`config.mk`:
```
export PLATFORM = sky130hd
export DESIGN_NAME = prco_uart_rx
export DESIGN_NICKNAME = d
export VERILOG_FILES = /design/src/rtl/prco_uart_rx.sv
export SDC_FILE = /design/constraint.sdc
export NUM_CORES = 1
export LEC_CHECK = 0
export ABC_AREA = 1
export CAP_MARGIN = 20
export CORE_ASPECT_RATIO = 0.9
export CORE_UTILIZATION = 40
export DETAILED_ROUTE_END_ITERATION = 6
export PLACE_DENSITY = 0.65
export SLEW_MARGIN = 5
export SYNTH_ARGS = -nofsm -noshare
export SYNTH_HDL_FRONTEND = slang
export SYNTH_SLANG_ARGS = --single-unit
```
`constraint.sdc`:
```
create_clock -name i_clk -period 3.4 [get_ports i_clk]
set_clock_uncertainty 0.05 [all_clocks]
set_input_delay 0.51 -clock i_clk [delete_from_list [all_inputs] [get_ports i_clk]]
set_output_delay 0.51 -clock i_clk [all_outputs]
set_load 0.005 [all_outputs]
```
`src/rtl/prco_uart_rx.sv`:
```
`timescale 1ns/1ps
// 8N1 UART receiver with a one-entry valid/ack output buffer; PRCO_UART_RX_PARITY_EN adds an even-parity bit.
// Latency: q_valid rises 9*CLKS_PER_BIT + CLKS_PER_BIT/2 + 2 cycles after the start edge (+CLKS_PER_BIT with parity).
// Backpressure: none on the line; a byte that completes while q_valid is held without i_ack is dropped and q_overrun pulses.
module prco_uart_rx #(
    parameter int CLKS_PER_BIT = 434,
    parameter int CNT_W        = $clog2(CLKS_PER_BIT)
) (
    input  logic       i_clk,
    input  logic       i_reset,
    input  logic       i_rx,
    input  logic       i_ack,
    output logic [7:0] q_data,
    output logic       q_valid,
    output logic       q_busy,
    output logic       q_frame_err,
    output logic       q_overrun
);

    localparam logic [CNT_W-1:0] HALF_M1 = CNT_W'(CLKS_PER_BIT / 2 - 1);
    localparam logic [CNT_W-1:0] FULL_M1 = CNT_W'(CLKS_PER_BIT - 1);

`ifdef PRCO_UART_RX_PARITY_EN
    typedef enum logic [2:0] {IDLE, START, DATA, PARITY, STOP, BREAK} state_t;
    logic par_err;
`else
    typedef enum logic [2:0] {IDLE, START, DATA, STOP, BREAK} state_t;
`endif

    state_t           state;
    logic             rx_m;
    logic             rx_s;
    logic [CNT_W-1:0] cnt;
    logic [2:0]       idx;
    logic [7:0]       shift;

    always_ff @(posedge i_clk) begin
        if (i_reset) begin
            state       <= IDLE;
            rx_m        <= 1'b1;
            rx_s        <= 1'b1;
            cnt         <= '0;
            idx         <= 3'd0;
            shift       <= 8'h00;
            q_data      <= 8'h00;
            q_valid     <= 1'b0;
            q_busy      <= 1'b0;
            q_frame_err <= 1'b0;
            q_overrun   <= 1'b0;
`ifdef PRCO_UART_RX_PARITY_EN
            par_err     <= 1'b0;
`endif
        end else begin
            rx_m        <= i_rx;
            rx_s        <= rx_m;
            q_frame_err <= 1'b0;
            q_overrun   <= 1'b0;
            // A completing good byte below overrides this consume.
            if (i_ack) begin
                q_valid <= 1'b0;
            end
            case (state)
                IDLE: begin
                    if (!rx_s) begin
                        state  <= START;
                        cnt    <= '0;
                        q_busy <= 1'b1;
                    end
                end
                START: begin
                    if (cnt == HALF_M1) begin
                        cnt <= '0;
                        idx <= 3'd0;
                        if (!rx_s) begin
                            state <= DATA;
                        end else begin
                            state  <= IDLE;
                            q_busy <= 1'b0;
                        end
                    end else begin
                        cnt <= cnt + CNT_W'(1);
                    end
                end
                DATA: begin
                    if (cnt == FULL_M1) begin
                        cnt        <= '0;
                        shift[idx] <= rx_s;
                        if (idx == 3'd7) begin
`ifdef PRCO_UART_RX_PARITY_EN
                            state <= PARITY;
`else
                            state <= STOP;
`endif
                        end else begin
                            idx <= idx + 3'd1;
                        end
                    end else begin
                        cnt <= cnt + CNT_W'(1);
                    end
                end
`ifdef PRCO_UART_RX_PARITY_EN
                PARITY: begin
                    if (cnt == FULL_M1) begin
                        cnt     <= '0;
                        par_err <= (^shift) ^ rx_s;
                        state   <= STOP;
                    end else begin
                        cnt <= cnt + CNT_W'(1);
                    end
                end
`endif
                STOP: begin
                    if (cnt == FULL_M1) begin
                        cnt <= '0;
                        if (!rx_s) begin
                            q_frame_err <= 1'b1;
                            state       <= BREAK;
                        end
`ifdef PRCO_UART_RX_PARITY_EN
                        else if (par_err) begin
                            q_frame_err <= 1'b1;
                            state       <= IDLE;
                            q_busy      <= 1'b0;
                        end
`endif
                        else begin
                            // Leave half a bit early so a back-to-back start edge is not missed.
                            state  <= IDLE;
                            q_busy <= 1'b0;
                            if (!q_valid || i_ack) begin
                                q_data  <= shift;
                                q_valid <= 1'b1;
                            end else begin
                                q_overrun <= 1'b1;
                            end
                        end
                    end else begin
                        cnt <= cnt + CNT_W'(1);
                    end
                end
                BREAK: begin
                    if (rx_s) begin
                        state  <= IDLE;
                        q_busy <= 1'b0;
                    end
                end
                default: begin
                    state  <= IDLE;
                    q_busy <= 1'b0;
                end
            endcase
        end
    end

endmodule
```
## After elaboration in Yosys (flattened, before gate mapping)

Cells that the tools add are included.

- Add/sub/neg operators: 2
- Order comparisons: 2
- Equality and inequality tests: 14
- Mux-type cells: 32
- Bitwise operators: 4
- Reductions and logical operators: 15

Operators with widths:

| kind | number |
|---|---|
| $mux W3 | 10 |
| $mux W9 | 3 |
| $pmux W9 S3 | 1 |
| $pmux W3 S5 | 1 |
| $ne A2 B2 Y1 const B | 7 |
| $mux W1 | 12 |
| $reduce_and A4 Y1 | 3 |
| $add A9 B1 Y9 const B | 1 |
| $eq A9 B8 Y1 const B | 1 |
| $eq A9 B9 Y1 const B | 1 |
| $bwmux W8 | 1 |
| $eq A3 B2 Y1 const B | 2 |
| $eq A3 B3 Y1 const B | 2 |
| $pmux W3 S2 | 1 |
| $reduce_and A6 Y1 | 1 |
| $pmux W1 S5 | 1 |
| $lt A3 B4 Y1 const B | 1 |
| $not A1 Y1 | 4 |
| $reduce_and A2 Y1 | 2 |
| $reduce_or A4 Y1 | 1 |
| $add A3 B1 Y3 const B | 1 |
| $demux W1 S3 | 1 |
| $eq A3 B1 Y1 const B | 1 |
| $ge A3 B1 Y1 const B | 1 |
| 9 further kinds | 9 |

- Flip-flop bits (word level): 37
- Output and inout port bits: 12

## Logic depth before layout (Yosys ltp)

Gate-level depths: netlist of the first run.

- Depth after elaboration: 6
- Depth in mapped cells: 11
- Gate-level depth less buffers: 11

## Worst setup path before layout of the first run

Ideal clock, no wire load.

- Path type: register to register
- From: register cnt[0]
- To: register q_data[0]
- Setup time: 0.113 ns
- Data arrival time: 1.253 ns
- Setup slack: 1.985 ns
- Cell stages (with the launch flop): 10
- Buffers on the path: 1
- Period minus slack after synthesis: 1.415 ns
- Cell sequence: dfxtp_1 -> ha_1 -> nand2_1 -> nor2_1 -> nand2_2 -> clkinv_2 -> nand3_4 -> buf_6 -> nor2_1 -> nor2_1

- Longest elaborated chain between the ends: 2

RTL lines:

| item | RTL line | RTL |
|---|---|---|
| from (decl) | 33 | `logic [CNT_W-1:0] cnt;` |
| from (signal assigned) | 81 | `cnt <= cnt + CNT_W'(1);` |
| from (signal assigned) | 98 | `cnt <= cnt + CNT_W'(1);` |
| from (signal assigned) | 138 | `cnt <= cnt + CNT_W'(1);` |
| $eq A9 B9 Y1 | 113 | `if (cnt == FULL_M1) begin` |
| $reduce_and A4 Y1 (no source line) | - |  |
| to (signal assigned) | 131 | `q_data <= shift;` |
| to (decl) | 13 | `output logic [7:0] q_data,` |

Every way passes these cells.
A chain may end at the register's enable or synchronous reset.

==> results of run 1 <==
power by group through the flow:
stage	Clock [mW]	Sequential (mW)	Combinational, mW
CTS	0.304	0.540	0.503
global route	0.314	0.548	0.583
finish	0.294	0.541	0.502
global placement	0	0.549	0.492
detailed placement	0	0.550	0.498
floorplan	0	0.537	0.398
Yosys cell counts:
master	instances
sky130_fd_sc_hd__nand3_2	2
sky130_fd_sc_hd__a21oi_1	5
sky130_fd_sc_hd__nor2_4	4
sky130_fd_sc_hd__nor4_1	1
sky130_fd_sc_hd__buf_6	1
sky130_fd_sc_hd__nor3_1	3
sky130_fd_sc_hd__nor2_2	2
sky130_fd_sc_hd__nor2_1	70
sky130_fd_sc_hd__nand2_1	81
sky130_fd_sc_hd__clkinv_1	1
sky130_fd_sc_hd__ha_1	5
sky130_fd_sc_hd__o21ai_2	1
sky130_fd_sc_hd__inv_1	43
sky130_fd_sc_hd__clkbuf_1	1
sky130_fd_sc_hd__o21bai_1	2
sky130_fd_sc_hd__o21ai_0	7
sky130_fd_sc_hd__buf_4	1
sky130_fd_sc_hd__buf_2	2
sky130_fd_sc_hd__nand3_4	1
sky130_fd_sc_hd__nand3_1	13
sky130_fd_sc_hd__inv_2	4
sky130_fd_sc_hd__or2_2	2
sky130_fd_sc_hd__nand4_1	6
sky130_fd_sc_hd__nand2_2	9
sky130_fd_sc_hd__dfxtp_1	37
sky130_fd_sc_hd__clkinv_2	1
routing by layer:
layer,vias up,GRT usage (%),part of all wire (%)
met4,0,4.86,0.49
met3,3,3.98,3.3
li1,956,-,-
met2,26,25.6,44
met5,-,0,0
met1,751,23.1,52
through the flow:
| step | hold WS [ns] | power, mW |
|---|---|---|
| detailed placement | 0.349 | 1.05 |
| global placement | 0.354 | 1.04 |
| CTS | 0.370 | 1.35 |
| floorplan | 0.339 | 0.935 |
| finish | 0.369 | 1.34 |
| global route | 0.376 | 1.45 |
logic make-up (layout without fill, tap and decap cells):
kind of cell | Yosys count | in the layout | synth area share [%]
and+or+nand+nor | 194 | 194 | 43.6
buffers and inverters | 54 | 74 | 11.1
DFF | 37 | 37 | 37.8
AOI/OAI and AO/OA | 15 | 15 | 4.28
adders and majority gates | 5 | 5 | 3.19
registers in the layout, indices dropped and copies added (netlist names):
signal / flops
cnt: 9
rx_s: 1
q_valid: 1
q_busy: 1
rx_m: 1
state: 3
q_overrun: 1
shift: 8
idx: 3
q_data: 8
q_frame_err: 1
area by class of cell:
cell class                      count  area (um2)
Clock buffer                        8        80.1
Sequential cell                    37         741
Inverter                           49         185
Tap cell                           62        77.6
Multi-Input combinational cell    214        1000
Fill cell                         468        2330
Timing Repair Buffer               17         165
worst min-delay path by stage:
| stage | from | to | slack, ns | cells past startpoint |
|---|---|---|---|---|
| after floorplan | rx_m$_SDFF_PP1_ | rx_s$_SDFF_PP1_ | 0.34 | 1 |
| after global placement | rx_m$_SDFF_PP1_ | rx_s$_SDFF_PP1_ | 0.35 | 1 |
| after detailed placement | rx_m$_SDFF_PP1_ | rx_s$_SDFF_PP1_ | 0.35 | 1 |
| after CTS | rx_m$_SDFF_PP1_ | rx_s$_SDFF_PP1_ | 0.37 | 1 |
| after global routing | rx_m$_SDFF_PP1_ | rx_s$_SDFF_PP1_ | 0.38 | 1 |
| final | rx_m$_SDFF_PP1_ | rx_s$_SDFF_PP1_ | 0.37 | 1 |
critical path, stage by stage:
cell                              delay (ns)
sky130_fd_sc_hd__clkdlybuf4s50_1        0.45
sky130_fd_sc_hd__buf_4                  0.16
sky130_fd_sc_hd__clkinv_1               0.41
sky130_fd_sc_hd__buf_4                  0.35
sky130_fd_sc_hd__o21ai_0                0.08
sky130_fd_sc_hd__nor3_1                 0.07
==> Implementation_results.wiki, run 1 <==
{| class="wikitable"
! Metric !! Value
|-
| Min-Delay Path Class || reg -> reg
|-
| Internal power summed over all cells || about 0.79 mW
|-
| Layout overhead on the synthesized area || 14.8%
|-
| Die area || just over 5000 um2
|-
| Detailed placer's ending HPWL || around 2.8 mm
|-
| Chip height || 68.4 um
|-
| Count of input and output buffers || 15
|-
| Global route total overflow || 0
|-
| Hold Buf Count CTS || 0
|-
| Average instance area after synthesis || approximately 6.4 um2
|-
| Fraction of synthesized cell area taken by the top area cell type || between 30 and 40%
|-
| Number of antenna diodes || 0
|-
| Part of the power in registers || about two fifths
|-
| Vias/cell || about 4.5
|-
| Register area share after synthesis || 37.8%
|-
| Final instance area || around 2200 um2
|-
| Final period utilization || a little under three fifths
|-
| Final setup violation count || 0
|-
| Most used cells in the layout excluding fill and tap cells || sky130_fd_sc_hd__nand2_1, sky130_fd_sc_hd__nor2_1, sky130_fd_sc_hd__inv_1
|-
| Top cells by area in the synthesized netlist || sky130_fd_sc_hd__dfxtp_1, sky130_fd_sc_hd__nand2_1, sky130_fd_sc_hd__nor2_1
|-
| Via count of the first global-routing pass || between 1000 and 1500
|-
| CP Data Required Time || 3.53 ns
|-
| Number of buffers added by the clock tree synthesis step || 5
|-
| Chip width || 75.8 um
|-
| Worst setup path end || cnt[4]$_SDFFE_PP0P_
|-
| Pre-Repair DR Iteration Count || 4
|-
| TritonCTS clock tree || done
|-
| Worst Max-Slew Pin Slew || about 0.51 ns
|-
| Switching power share of the total || between 40% and 50%
|-
| Unique masters post-synth || 26
|-
| Count of nets after finishing || 333
|-
| Cell area after placement || between 2000 and 2500 um2
|-
| Worst-case headroom to the max-slew limit || 65.6%
|-
| Unrepaired setup endpoints after global routing || false
|-
| Final cell utilization of the core || between 40% and 50%
|-
| Post-route ant nets || 0
|-
| Max VDD drop || between 0.3 and 0.4 mV
|-
| Post-placement cell count || about 380
|-
| Kind of critical path || in -> reg
|-
| Flip-flop and latch count after synthesis || 37
|-
| Post-Place Setup Slack || ~1.1 ns
|-
| Reg2Reg Depth || 8
|-
| Net count of the mapped netlist || around 310
|-
| Worst-Skew Late Latency || between 0.2 and 0.3 ns
|-
| DR DRC count || 0
|-
| Buffer type at the clock tree root || sky130_fd_sc_hd__clkbuf_8
|-
| Achievable frequency || approximately 520 MHz
|-
| Critical path startpoint || i_reset
|-
| Post-layout instance count excluding filler cells || roughly 390
|-
| Combinational group share of total power || a little under two fifths
|-
| Number of buffers on the longest clock path || 2
|-
| Min cycle time layout || ~1.9 ns
|-
| Number of gates resized after cts || 0
|-
| Result of the run || completed
|-
| Yosys warning total || 0
|-
| Final count of pins violating max slew || 0
|-
| P_sw || between 0.5 and 0.6 mW
|-
| Initial antenna violation count || 0
|-
| Gate Count Post-Synth || approximately 310
|-
| Reg2Reg Capture Point || cnt[3]$_SDFFE_PP0P_
|-
| Final worst-path setup slack || 1.48 ns
|-
| Most common cell after layout, fill and taps aside || sky130_fd_sc_hd__nand2_1
|-
| Placer's final routability congestion estimate || 0.814
|-
| Maximum number of pins on one net before global-route repair || 18
|-
| Core Region || 4580 um2
|-
| Total Routing Usage GR || between 10% and 20%
|-
| Number of setup buffers added after CTS || 0
|-
| Routed len/inst || ~10 um
|-
| Row cnt || 23
|-
| Sinks on the clock net || 37
|-
| DR vias || 1736
|-
| Total power per unit cell area || between 500 and 600 nW/um2
|-
| Iteration-0 DRC Markers || 75
|-
| Static Leak || roughly 1.1 nW
|-
| Critical path capture point type || flip-flop
|-
| Final count of hold timing violations || 0
|-
| Number of H-tree branching levels || 2
|-
| Layout cell share with drive strength beyond 1 || approximately a tenth
|-
| Startpoint of the lowest-slack register-to-register path || cnt[0]$_SDFFE_PP0P_
|-
| Setup TNS || 0 ns
|-
| Detailed Route WL || ~3.9 mm
|-
| Starting Density || 42.8%
|-
| Reg2Reg Setup Slack || approximately 1.7 ns
|-
| Ports || 16
|-
| Clock input transition at the sequential cells of the worst setup and hold paths || roughly 0.070 ns
|-
| Startpoint kind of the worst setup timing path || primary input
|-
| Global-route wire length before repair || 6.51 mm
|-
| Data arrival at the endpoint of the critical path || just over 2 ns
|-
| Post-synthesis cell type with the largest combined area || sky130_fd_sc_hd__dfxtp_1
|-
| Clock group share of total power || between 20 and 25%
|-
| Max-Cap Viols || 0
|-
| Highest net fanout along the worst path || 17
|-
| Post-synthesis cell area || between 1500 and 2000 um2
|}
No activity file was read; power rests on OpenSTA's default activity.
==> run 2: changes to the inputs <==
Clock period 3.4 ns to 1.85 ns, I/O delays scaled along.
==> run 2 against run 1 <==
  * Clock power rose by 150%
  * Sequential share of layout area down 0.73 points
  * Worst hold slack worse by 0.0033 ns
  * Wire length is 0.85% lower
  * Count of clock-buffer cells in the layout shrank 1
  * Core utilization increased by 1.1 points
  * Largest cell class unchanged
==> Implementation_results.wiki, run 2 (same netlist as run 1, synthesis figures left out) <==
{| class="wikitable"
! Metric !! Value
|-
| Result of the run || completed
|-
| Final count of pins violating max slew || 0
|-
| Final worst-path setup slack || around 0.3 ns
|-
| Ports || 16
|-
| Reg2Reg Depth || 9
|-
| Core Region || 4580 um2
|-
| Achievable frequency || 643 MHz
|-
| Row cnt || 23
|-
| Iteration-0 DRC Markers || 72
|-
| Count of nets after finishing || 335
|-
| Global-route wire length before repair || 6.47 mm
|-
| Worst-Skew Late Latency || around 0.29 ns
|-
| GR Layer Usage met3 || between 4 and 5%
|-
| Final period utilization || between 80% and 90%
|-
| Met2 demand-to-capacity share in global routing || a little under a quarter
|-
| Min cycle time layout || between 1.5 and 2 ns
|-
| Cell area after placement || 2180 um2
|-
| CP Data Required Time || about 2.0 ns
|-
| TritonCTS clock tree || done
|-
| Clock input transition at the sequential cells of the worst setup and hold paths || 0.07 ns
|-
| DR vias || about 1700
|-
| Worst Max-Slew Pin Slew || approximately 0.34 ns
|-
| Highest net fanout along the worst path || 16
|-
| Sinks on the clock net || 37
|-
| Number of setup buffers added after CTS || 0
|-
| Max VDD drop || between 0.7 and 0.8 mV
|-
| Most crowded layer after global routing || met1
|-
| Kind of critical path || reg -> reg
|-
| Buffer type at the clock tree root || sky130_fd_sc_hd__clkbuf_8
|-
| Total Routing Usage GR || 17.1%
|-
| Most flop-heavy register || cnt
|-
| Number of antenna diodes || 0
|-
| Post-Place Setup Slack || a little under 0.3 ns
|-
| Hold-critical path endpoint || rx_s$_SDFF_PP1_
|-
| DR DRC count || 0
|-
| Maximum number of pins on one net before global-route repair || 19
|-
| Final instance area || between 2000 and 2500 um2
|-
| Min-Delay Path Class || reg -> reg
|-
| Hold Startpoint || rx_m$_SDFF_PP1_
|-
| Initial antenna violation count || 0
|-
| Vias/cell || 4.48
|-
| Placer's final routability congestion estimate || a little over 0.8
|-
| Met1 track demand over resource in global routing || 24.1%
|-
| Die area || approximately 5200 um2
|-
| Number of H-tree branching levels || 2
|-
| Number of buffers added by the clock tree synthesis step || 5
|-
| Reg2Reg Setup Slack || 0.29 ns
|-
| Count of input and output buffers || 15
|-
| Final setup violation count || 0
|-
| Number of flip-flops in the largest register || 9
|-
| Starting Density || between 40% and 50%
|-
| Setup TNS || 0 ns
|-
| Critical path capture point type || flip-flop
|-
| Chip width || 75.8 um
|-
| Layout cell share with drive strength beyond 1 || a little under an eighth
|-
| Detailed placer's ending HPWL || 2.77 mm
|-
| Static Leak || between 1 and 1.5 nW
|-
| Max-Cap Viols || 0
|-
| Post-route ant nets || 0
|-
| Startpoint kind of the worst setup timing path || flip-flop
|-
| Most common cell after layout, fill and taps aside || sky130_fd_sc_hd__nand2_1
|-
| Startpoint of the lowest-slack register-to-register path || cnt[0]$_SDFFE_PP0P_
|-
| Data arrival at the endpoint of the critical path || 1.74 ns
|-
| Pre-Repair DR Iteration Count || 4
|-
| Detailed Route WL || about 3.8 mm
|-
| Number of buffers on the longest clock path || 2
|-
| Global route total overflow || 0
|-
| Number of gates resized after cts || 0
|-
| Worst-case headroom to the max-slew limit || 77.2%
|-
| Total power per unit cell area || ~1100 nW/um2
|-
| Final cell utilization of the core || between 50% and 60%
|-
| Via count of the first global-routing pass || approximately 1400
|-
| Fillcell total || approximately 490
|-
| Reg2Reg Capture Point || q_data[4]$_SDFFE_PP0P_
|-
| WHS Path Cells || 1
|-
| Unrepaired setup endpoints after global routing || false
|-
| Most used cells in the layout excluding fill and tap cells || sky130_fd_sc_hd__nand2_1, sky130_fd_sc_hd__nor2_1, sky130_fd_sc_hd__inv_1
|-
| Layout overhead on the synthesized area || 17.4%
|-
| Chip height || approximately 68 um
|-
| Hold Buf Count CTS || 0
|-
| Top Registers || cnt: 9 flops, q_data: 8 flops, shift: 8 flops
|-
| Worst hold slack || 0.365 ns
|-
| Final count of hold timing violations || 0
|-
| Routed len/inst || approximately 9.9 um
|}
==> run 2: cell count changes in the layout (fill, tap and decap cells not counted), sizes merged <==
| cell | delta |
|---|---|
| bufinv | +1 |
| buf | +2 |
| clkbuf | -1 |
==> run 2: worst max-delay path: stages, from the launching register on <==
cell	delay [ns]
sky130_fd_sc_hd__dfxtp_1	0.40
sky130_fd_sc_hd__ha_1	0.18
sky130_fd_sc_hd__nand2_1	0.05
sky130_fd_sc_hd__nor2_1	0.12
sky130_fd_sc_hd__nand2_2	0.13
sky130_fd_sc_hd__clkinv_2	0.13
sky130_fd_sc_hd__nand3_4	0.18
sky130_fd_sc_hd__nand2_1	0.11
sky130_fd_sc_hd__nand2_1	0.05
sky130_fd_sc_hd__nor2_1	0.09
==> run 2: routing by layer <==
metal  vias to the layer above  routed length, um
met2                        37               1540
met5                         -                  0
li1                        964                  -
met4                         0                 52
met3                         5                202
met1                       737               2040
==> run 2: worst max-delay path by stage <==
stage                              startpoint                      to  slack, ns  cells past startpoint
final                     cnt[0]$_SDFFE_PP0P_  q_data[4]$_SDFFE_PP0P_       0.29                      9
after CTS                 cnt[0]$_SDFFE_PP0P_  q_data[4]$_SDFFE_PP0P_       0.28                      9
after global placement    cnt[0]$_SDFFE_PP0P_  q_data[6]$_SDFFE_PP0P_       0.32                      8
after floorplan           cnt[0]$_SDFFE_PP0P_  q_data[0]$_SDFFE_PP0P_       0.43                      9
after global routing      cnt[1]$_SDFFE_PP0P_  q_data[1]$_SDFFE_PP0P_       0.12                     10
after detailed placement  cnt[0]$_SDFFE_PP0P_  q_data[6]$_SDFFE_PP0P_       0.29                      8
==> run 2: through the flow <==
step           total power [mW]  cells
2_1_floorplan              1.72    305
3_3_place_gp               1.91    381
3_5_place_dp               1.92    381
4_1_cts                    2.65    389
5_1_grt                    2.85    389
6_report                   2.63    389
==> run 2: cell type report <==
type / instances / area [um2] / share of cell area [%]
Tap cell: 62 / 77.6 / 3.37
Clock inverter: 1 / 30.0 / 1.31
Sequential cell: 37 / 741 / 32.2
Inverter: 49 / 185 / 8.05
Multi-Input combinational cell: 214 / 1000 / 43.5
Timing Repair Buffer: 19 / 180 / 7.83
Clock buffer: 7 / 86.3 / 3.75
==> run 2: power by group <==
group	total [mW]	switching [mW]	internal (mW)	leakage (nW)
clock	0.721	0.282	0.439	0.0585
combinational	0.915	0.613	0.303	0.771
sequential	0.994	0.115	0.880	0.300
total	2.63	1.01	1.62	1.13
